$ cat config.mk
export PLATFORM = sky130hd
export DESIGN_NAME = if_fetch_queue
export DESIGN_NICKNAME = d
export VERILOG_FILES = /design/src/rtl/if_fetch_queue.sv
export SDC_FILE = /design/constraint.sdc
export NUM_CORES = 1
export LEC_CHECK = 0
export ABC_AREA = 1
export ABC_CLOCK_PERIOD_IN_PS = 12100
export BUFFER_PORTS_ARGS = -buffer_cell sky130_fd_sc_hd__buf_4
export CAP_MARGIN = 20
export CORE_MARGIN = 1
export CORE_UTILIZATION = 45
export DETAILED_ROUTE_END_ITERATION = 12
export MAX_ROUTING_LAYER = met4
export PLACE_DENSITY = 0.72
export SETUP_SLACK_MARGIN = 0.02
export SLEW_MARGIN = 5
export SYNTH_ARGS = -nofsm -noshare
export SYNTH_HDL_FRONTEND = slang
export SYNTH_SLANG_ARGS = --single-unit
export TNS_END_PERCENT = 30
$ cat constraint.sdc
create_clock -name clk -period 12.1 [get_ports clk]
set_clock_uncertainty 0.15 [all_clocks]
set_input_delay 2.42 -clock clk [delete_from_list [all_inputs] [get_ports clk]]
set_output_delay 2.42 -clock clk [all_outputs]
set_load 0.01 [all_outputs]
$ cat src/rtl/if_fetch_queue.sv
// if_fetch_queue: instruction fetch request generator with a response queue toward decode.
// Requests are throttled so every outstanding response has a guaranteed queue slot.
module if_fetch_queue #(
    parameter int          DEPTH    = 4,
    parameter logic [31:0] RESET_PC = 32'hBFC00000
) (
    input  logic        clk,
    input  logic        reset,
    output logic [31:0] address,
    output logic        address_valid,
    input  logic        address_read_ready,
    input  logic        data_valid,
    input  logic [31:0] data,
    input  logic [31:0] data_address,
    input  logic        flush,
    input  logic [31:0] flush_pc,
    output logic        inst_valid,
    output logic [31:0] inst,
    output logic [31:0] inst_pc,
    input  logic        inst_ready
);
    localparam int AW = (DEPTH > 1) ? $clog2(DEPTH) : 1;
    localparam int CW = AW + 1;
    localparam logic [CW:0] DEPTH_W = (CW+1)'(DEPTH);

    logic [31:0]   pc, redirect_pc;
    logic [CW-1:0] outstanding, discard, count;
    logic [AW-1:0] rd_ptr, wr_ptr;
    logic          redirect_pending, held;
    logic [31:0]   mem_data [DEPTH];
    logic [31:0]   mem_pc [DEPTH];
    logic [CW:0]   used;
    logic          accept, resp, drop, push, pop;

    assign used          = {1'b0, count} + {1'b0, outstanding};
    assign address_valid = !reset && (held || used < DEPTH_W);
    assign address       = reset ? RESET_PC : pc;
    assign inst_valid    = !reset && count != '0;
    assign inst          = reset ? '0 : mem_data[rd_ptr];
    assign inst_pc       = reset ? '0 : mem_pc[rd_ptr];
    assign accept        = address_valid && address_read_ready;
    // Responses with nothing outstanding are protocol errors and are ignored.
    assign resp          = data_valid && outstanding != '0;
    assign drop          = resp && discard != '0;
    assign push          = resp && !drop && !flush;
    assign pop           = inst_valid && inst_ready && !flush;

    always_ff @(posedge clk) begin
        if (push) begin
            mem_data[wr_ptr] <= data;
            mem_pc[wr_ptr]   <= data_address;
        end
    end

    always_ff @(posedge clk) begin
        if (reset) begin
            pc               <= RESET_PC;
            redirect_pc      <= RESET_PC;
            outstanding      <= '0;
            discard          <= '0;
            count            <= '0;
            rd_ptr           <= '0;
            wr_ptr           <= '0;
            redirect_pending <= 1'b0;
            held             <= 1'b0;
        end else begin
            held        <= address_valid && !address_read_ready;
            outstanding <= outstanding + CW'(accept) - CW'(resp);
            if (push)
                wr_ptr <= wr_ptr + 1'b1;
            if (flush) begin
                count   <= '0;
                rd_ptr  <= wr_ptr;
                discard <= outstanding - CW'(resp) + CW'(accept);
                // A request already on the bus cannot be retracted; retarget the one after it.
                if (address_valid && !address_read_ready) begin
                    redirect_pending <= 1'b1;
                    redirect_pc      <= flush_pc;
                end else begin
                    redirect_pending <= 1'b0;
                    pc               <= flush_pc;
                end
            end else begin
                count   <= count + CW'(push) - CW'(pop);
                discard <= discard - CW'(drop) + CW'(accept && redirect_pending);
                if (pop)
                    rd_ptr <= rd_ptr + 1'b1;
                if (accept) begin
                    pc               <= redirect_pending ? redirect_pc : pc + 32'd4;
                    redirect_pending <= 1'b0;
                end
            end
        end
    end
endmodule

After elaboration in Yosys (flattened, before gate mapping) --
Memory sizes are Yosys's and may differ from the RTL's. A register that Yosys moved wholly into a read port is not among the register bits. Index checks and enable logic that the tools add are counted.
Operators by class: $add $sub $neg 12, $lt $le $gt $ge 1, equality and inequality tests 1, mux-type cells 19, reductions and logical operators 24
Operator list (number):
- 2-to-1 mux 32 bit | 7
- adder 32 x 3 -> 32 bit, second input constant | 1
- adder 3 x 1 -> 3 bit | 4
- 2-to-1 mux 2 bit | 6
- subtractor 3 x 1 -> 3 bit | 4
- logical AND 1 bit | 11
- nonzero test 3 bit | 3
- 2-to-1 mux 1 bit | 5
- adder 2 x 1 -> 2 bit, second input constant | 2
- adder 3 x 3 -> 4 bit | 1
- logical NOT 1 bit | 4
- less-than comparator 4 x 3 -> 1 bit, second input constant | 1
- AND reduction 2 bit | 2
- nonzero test 2 bit | 2
- 2-to-1 mux 3 bit | 1
- != test 2 bit, second input constant | 1
- OR reduction 2 bit | 1
- logical OR 1 bit | 1
Word-level totals: register bits 79, memory bits (writable) 256, input port bits 102, output and inout port bits 98, logic and storage cells 68, memories 2
Memory list:
- mem_data | words 4, width 32, read ports 1, clocked after memory_dff 1, write ports 1, line 30 | logic [31:0] mem_data [DEPTH];
- mem_pc | words 4, width 32, read ports 1, clocked after memory_dff 1, write ports 1, line 31 | logic [31:0] mem_pc [DEPTH];

Logic depth before layout (Yosys ltp) --
Gate-level depths: netlist of run 1.
depth in word-level cells 8, depth in mapped cells 15, depth with buffers taken out 15

Worst setup path after synthesis of run 1 --
Ideal clock, no wire load.
kind in2reg, start input port flush, end memory mem_data[0][0] (enable), library setup time 0.487 ns, arrival 5.638 ns, data required time 11.463 ns, path slack 5.825 ns, cell stages on the path 4, path buffers 1, cell sequence buf_2 inv_2 nand3_1 nor2_1
Between the ends: word-level cells in the longest chain between the ends 4
RTL lines:
- from (decl) | line 15 | input logic flush,
- logical NOT 1 bit | line 45 | assign push = resp && !drop && !flush;
- logical AND 1 bit | line 45
- 2-to-1 mux 1 bit | line 49 | if (push) begin
- 2-to-1 mux 1 bit (not written as such) | line 50 | mem_data[wr_ptr] <= data;
- to (decl) | line 30
No other way between the ends.

Worst setup path in the final report of run 1 --
start input port reset, end output port address_valid
Between the ends: word-level cells in the longest chain between the ends 2
RTL lines:
- from (decl) | line 8 | input logic reset,
- logical NOT 1 bit | line 36 | assign address_valid = !reset && (held || used < DEPTH_W);
- logical AND 1 bit | line 36
- to (decl) | line 10 | output logic address_valid,
No other way between the ends.

==> run metrics, run 1 <==
GPL Wtd Cong around 0.93; clock sink count approximately 340; row count 66; status complete, but fails checks; kind of critical path input port to output pin; Worst setup EP type output pin; Hold Slack 0.3097 ns; total track usage 22.62%; Starting Density between 40% and 50%; hold_buf cts 0; initial antenna violation count 0; Tot Pwr between 2 and 3 mW; CTS Buffer Depth 3; gr ovfl total 0; commonest non-fill, non-tap cells in the layout nor2_1, edfxtp_1, buf_4; R2R Path Start count[1]$_SDFF_PP0_; CORE AREA between 30,000 and 40,000 sq um; total CTS buffers 36; crit path max fanout between 60 and 70; Cell variety after synth 40; synth warn 0; share of layout cells above drive strength 1 a little under a fifth; register area share after synthesis a little over three fifths; nets@finish around 1,800; Peak Freq between 100 and 150 MHz; pwr dens around 160 nW/um^2; Root Driver clkbuf_16; setup tns final 0 ns; Period minus WS final between 6 and 7 ns; CTS tree done; HPWL Detailed about 23,000 microns; # setup viols final 0; Leak Pwr around 7 nW; Max VDD drop 131.6 uV; Die Width 183.4 microns; Setup WS pre-CTS a little over 5 ns; largest net degree at the start of global routing ~130; Pins Over Slew Limit 0; RSZ-0062 raised after global routing no; fin crit share approximately 58%; Setup WS post-layout 5.106 ns; synthesized area 14,810 sq um; Post-Syn Nets 1,648; Hold Startpoint redirect_pc[6]$_SDFFE_PP0P_; commonest non-fill, non-tap cell in the layout nor2_1; register bit total from synthesis 337; global-route wire length before repair about 58,000 microns; vias in the first global route between 10,000 and 15,000; clk slew on worst S/H paths 0.06 ns; Via density 5.226; final WL 37,400 microns; initial drt markers between 800 and 900; antenna viol nets, final 0; maxcap violations 0; setup repair bufs after CTS 0; die height about 180 microns; TritonRoute pass-1 iters 11; Clk Latency, worst-skew pair between 0.5 and 0.6 ns; die area 33,640 sq um; FILL cells ~2,800; I/O pin count 200; worst path required time 9.53 ns; Cells after Synth 1,530; WP data arrival about 4.4 ns; number of remaining DRC errors 1; Crit. Startpoint reset; CTS H-tree lvls 2; # port buffers ~200; Synth Area per Inst between 9 and 10 sq um; routed len/inst about 17 microns; Slew @ Worst Pin about 1.0 ns; via count about 11,000; post-CTS sizing 0; crit path launch type input port; Syn-to-layout area delta 19.78%; max_slew headroom between 30% and 40%; violated checks DRC; Worst Hold Class flop to flop; Antenna diodes 0; Hold Fails Final Rpt 0
[stage by stage]
| step | std cells | instance area, sq um | util [%] |
|---|---|---|---|
| 2_1_floorplan | 1530 | 14810 | - |
| 3_3_place_gp | 2101 | 16580 | 51.08 |
| 3_5_place_dp | 2101 | 16580 | 51.08 |
| 4_1_cts | 2163 | 17710 | 54.58 |
| 5_1_grt | 2164 | 17740 | 54.67 |
| 6_report | 2164 | 17740 | 54.67 |
[cell families (layout without fill, tap and decap cells)]
| group | after synthesis | count (layout) | synth area share (%) |
|---|---|---|---|
| AND/OR/NAND/NOR | 655 | 655 | 18.15 |
| flip-flops | 337 | 337 | 62.85 |
| AO/OA/AOI/OAI | 318 | 318 | 11.15 |
| buffers and inverters | 190 | 382 | 5.499 |
| adder cells (fa/ha/maj) | 16 | 16 | 1.504 |
| XOR/XNOR | 12 | 12 | 0.7096 |
| multiplexers | 2 | 2 | 0.1352 |
[critical path: stages]
cell     delay (ns)
buf_4          0.49
buf_4          0.70
inv_4          0.34
nand2_1        0.19
inv_1          0.09
buf_4          0.15
[final timing paths]
check	to	slack (ns)	cells after the start
worst max-delay path	address_valid	5.11	6
worst min-delay path	redirect_pc[6]$_SDFFE_PP0P_	0.31	2
worst max register to register	redirect_pc[13]$_SDFFE_PP0P_	9.09	10
worst min register to register	redirect_pc[6]$_SDFFE_PP0P_	0.31	2
[Yosys cell counts (all sizes together)]
cell type	number	area, sq um
a211oi	3	22.52
a21oi	125	636.9
a31oi	5	31.28
buf	42	225.2
clkbuf	38	162.7
clkinv	1	3.750
dfxtp	81	1622
dlymetal6s2s	1	12.51
edfxtp	256	7687
fa	3	60.06
ha	13	162.7
inv	108	410.4
mux2i	2	20.02
nand2	222	885.8
nand3	44	242.7
nand3b	2	15.01
nor2	383	1523
nor3	2	10.01
o211ai	3	22.52
o21ai	173	865.8
o221ai	6	52.55
o22ai	2	12.51
o31ai	1	7.510
or2	2	12.51
xnor2	4	35.03
xor2	8	70.07
[cell type report]
cell class                 instances  area (sq um)  share of cell area [%]
clock buffer                      44         982.2                   5.536
clock inverter                    18         155.1                  0.8745
inverter                         109         414.1                   2.334
multi-input combinational       1003          4718                   26.60
sequential                       337          9314                   52.50
tap                              442         553.0                   3.117
timing repair buffer             211          1604                   9.042
[report_power, final]
group	switching (mW)	leakage, nW	internal [mW]
logic	0.261	3.55	0.155
clock network	0.448	0.548	0.602
registers	0.0406	2.97	1.31
[layer usage]
| layer | share of wire, % | wire, microns | up-vias | GRT usage (%) |
|---|---|---|---|---|
| li1 | - | - | 5452 | - |
| met1 | 41 | 15210 | 5379 | 27.53 |
| met2 | 48 | 18040 | 406 | 37.30 |
| met3 | 8.4 | 3132 | 73 | 5.131 |
| met4 | 2.7 | 1021 | 0 | 7.300 |
| met5 | 0 | 0 | - | - |
[flip-flops by register name, summed over array words and instances (netlist names), 3 cells and up, named ones only]
signal,cells
count,3
mem_data,128
mem_pc,128
pc,32
redirect_pc,32
outstanding,3
discard,3
No activity file was read; power rests on OpenSTA's default activity.
==> run 2, diff against run 1 <==
--- a/config.mk
+++ b/config.mk
@@ -6,14 +6,14 @@
 export NUM_CORES = 1
 export LEC_CHECK = 0
 export ABC_AREA = 1
-export ABC_CLOCK_PERIOD_IN_PS = 12100
+export ABC_CLOCK_PERIOD_IN_PS = 5800
 export BUFFER_PORTS_ARGS = -buffer_cell sky130_fd_sc_hd__buf_4
 export CAP_MARGIN = 20
 export CORE_MARGIN = 1
 export CORE_UTILIZATION = 45
 export DETAILED_ROUTE_END_ITERATION = 12
 export MAX_ROUTING_LAYER = met4
-export PLACE_DENSITY = 0.72
+export PLACE_DENSITY = 0.74
 export SETUP_SLACK_MARGIN = 0.02
 export SLEW_MARGIN = 5
 export SYNTH_ARGS = -nofsm -noshare
==> constraint.sdc (replaced) <==
create_clock -name clk -period 5.8 [get_ports clk]
set_clock_uncertainty 0.15 [all_clocks]
set_input_delay 1.16 -clock clk [delete_from_list [all_inputs] [get_ports clk]]
set_output_delay 1.16 -clock clk [all_outputs]
set_load 0.01 [all_outputs]
==> run metrics, run 2 (same netlist as run 1, synthesis figures left out) <==
status completed (was complete, but fails checks); Clk pwr share 38.9% (was 37.3%); kind of critical path flop to output pin (was input port to output pin); clk slew on worst S/H paths 0.06 ns (about the same); CTS H-tree lvls 2 (unchanged); die height 183.4 microns (unchanged); TritonRoute pass-1 iters 5 (was 11); fin crit share between 70 and 80%; crit path launch type flop (was input port); vias in the first global route 10,910 (was 10,760); global-route wire length before repair 58,450 microns (was 57,640 microns); switching component of the power 1.595 mW (was 749.8 uW); internal power 4.449 mW (was 2.068 mW); placed cells 2,102 (was 2,101); share of layout cells above drive strength 1 18.28% (was 18.29%); clock sink count 337 (unchanged); fin cells 2,173 (was 2,164); CTS tree done (unchanged); Root Driver clkbuf_16 (unchanged); die area 33,640 sq um (unchanged); Hold Fails Final Rpt 0 (unchanged); WP data arrival 2.76 ns (was 4.42 ns); combinational power share 14.5% (was 14.8%); Period minus WS final 4.066 ns; # port buffers 199 (unchanged); commonest non-fill, non-tap cell in the layout nor2_1 (unchanged); CTS Buffer Depth 3 (unchanged); I/O pin count 200 (unchanged); HPWL Detailed 24,070 microns (was 22,690 microns); Worst Hold Class flop to flop (unchanged); initial drt markers 993 (was 851); max_slew headroom 31.43% (was 32.11%); RSZ-0062 raised after global routing no (unchanged); gr ovfl total 0 (unchanged); Hold Slack 0.3114 ns (was 0.3097 ns); final instance area 17,820 sq um (was 17,740 sq um); CORE AREA 32,450 sq um (unchanged); setup repair bufs after CTS 0 (unchanged); # setup viols final 0 (unchanged); Worst setup EP type output pin (unchanged); Area after DPL 16,580 sq um (about the same); pwr dens 339.1 nW/um^2 (was 158.9 nW/um^2); Tot Pwr 6.044 mW (was 2.818 mW); worst path required time 4.49 ns (was 9.53 ns); crit path max fanout 90 (was 65); Die Width 183.4 microns (unchanged); number of remaining DRC errors 0 (was 1); Max VDD drop 289.5 uV (was 131.6 uV); Slew @ Worst Pin 1.029 ns (was 1.018 ns); Peak Freq approximately 250 MHz; nets@finish 1,818 (was 1,816); maxcap violations 0 (unchanged); initial antenna violation count 2 (was 0); antenna viol nets, final 0 (unchanged); row count 66 (unchanged); post-CTS sizing 0 (unchanged); commonest non-fill, non-tap cells in the layout nor2_1, edfxtp_1, buf_4 (unchanged); Via density 5.273 (was 5.226); via count 11,460 (was 11,310); total track usage 23.20% (was 22.62%); GPL Wtd Cong 0.9680 (was 0.9302); final WL 38,280 microns (was 37,400 microns); total CTS buffers 37 (was 36); routed len/inst 17.62 microns (was 17.28 microns); Syn-to-layout area delta 20.34% (was 19.78%); Clk Latency, worst-skew pair 0.53 ns (was 0.51 ns); Sw Ratio 26.39% (was 26.61%); Seq pwr share 46.6% (was 48.0%); Leak Pwr 7.099 nW (was 7.066 nW); largest registers mem_data: 128 flops, mem_pc: 128 flops (unchanged); setup tns final 0 ns (unchanged); hold_buf cts 0 (unchanged); largest net degree at the start of global routing 91 (was 129); Starting Density 45.64% (unchanged); Pins Over Slew Limit 0 (unchanged)
run 2: critical path: stages (launching register included):
cell     delay, ns
dfxtp_4       0.62
buf_4         0.81
nor2_1        0.11
nor2_1        0.10
o21ai_0       0.19
a21oi_1       0.22
buf_4         0.15
run 2: cell type report:
cell class / count / area (sq um)
Antenna cell: 2 / 5.005
Fill cell: 2810 / 14630
Inverter: 109 / 414.1
Clock buffer: 46 / 980.9
Clock inverter: 22 / 235.2
Timing Repair Buffer: 212 / 1604
Sequential cell: 337 / 9314
Tap cell: 442 / 553.0
Multi-Input combinational cell: 1003 / 4718
run 2: layer usage:
layer | vias to the layer above | global-route usage (%) | wire (microns)
met3 | 79 | 5.091 | 3322
li1 | 5465 | - | -
met1 | 5446 | 29.64 | 16010
met2 | 468 | 36.03 | 17780
met4 | 0 | 9.100 | 1160
met5 | - | - | 0
run 2: final timing paths:
| kind | startpoint | end | slack, ns | cells after the start |
|---|---|---|---|---|
| hold / removal | redirect_pc[6]$_SDFFE_PP0P_ | redirect_pc[6]$_SDFFE_PP0P_ | 0.31 | 2 |
| setup / recovery | flop | inst_pc[10] | 1.73 | 6 |
| hold reg to reg | redirect_pc[6]$_SDFFE_PP0P_ | redirect_pc[6]$_SDFFE_PP0P_ | 0.31 | 2 |
| setup reg to reg | outstanding[1]$_SDFF_PP0_ | count[2]$_SDFF_PP0_ | 2.82 | 11 |
run 2: through the flow:
step | worst slack [ns] | utilization [%]
after floorplan | 0.7853 | -
after global placement | 1.573 | 51.10
after detailed placement | 1.492 | 51.10
after CTS | 1.527 | 54.85
after global routing | 1.444 | 54.92
final | 1.734 | 54.92
run 2: power groups by stage:
stage	Sequential (mW)	Clock [mW]	Combinational (mW)
final	2.82	2.35	0.878
after global routing	2.83	2.48	0.978
after CTS	2.82	2.38	0.878
after detailed placement	2.87	0	0.871
after global placement	2.86	0	0.856
after floorplan	2.84	0	0.547
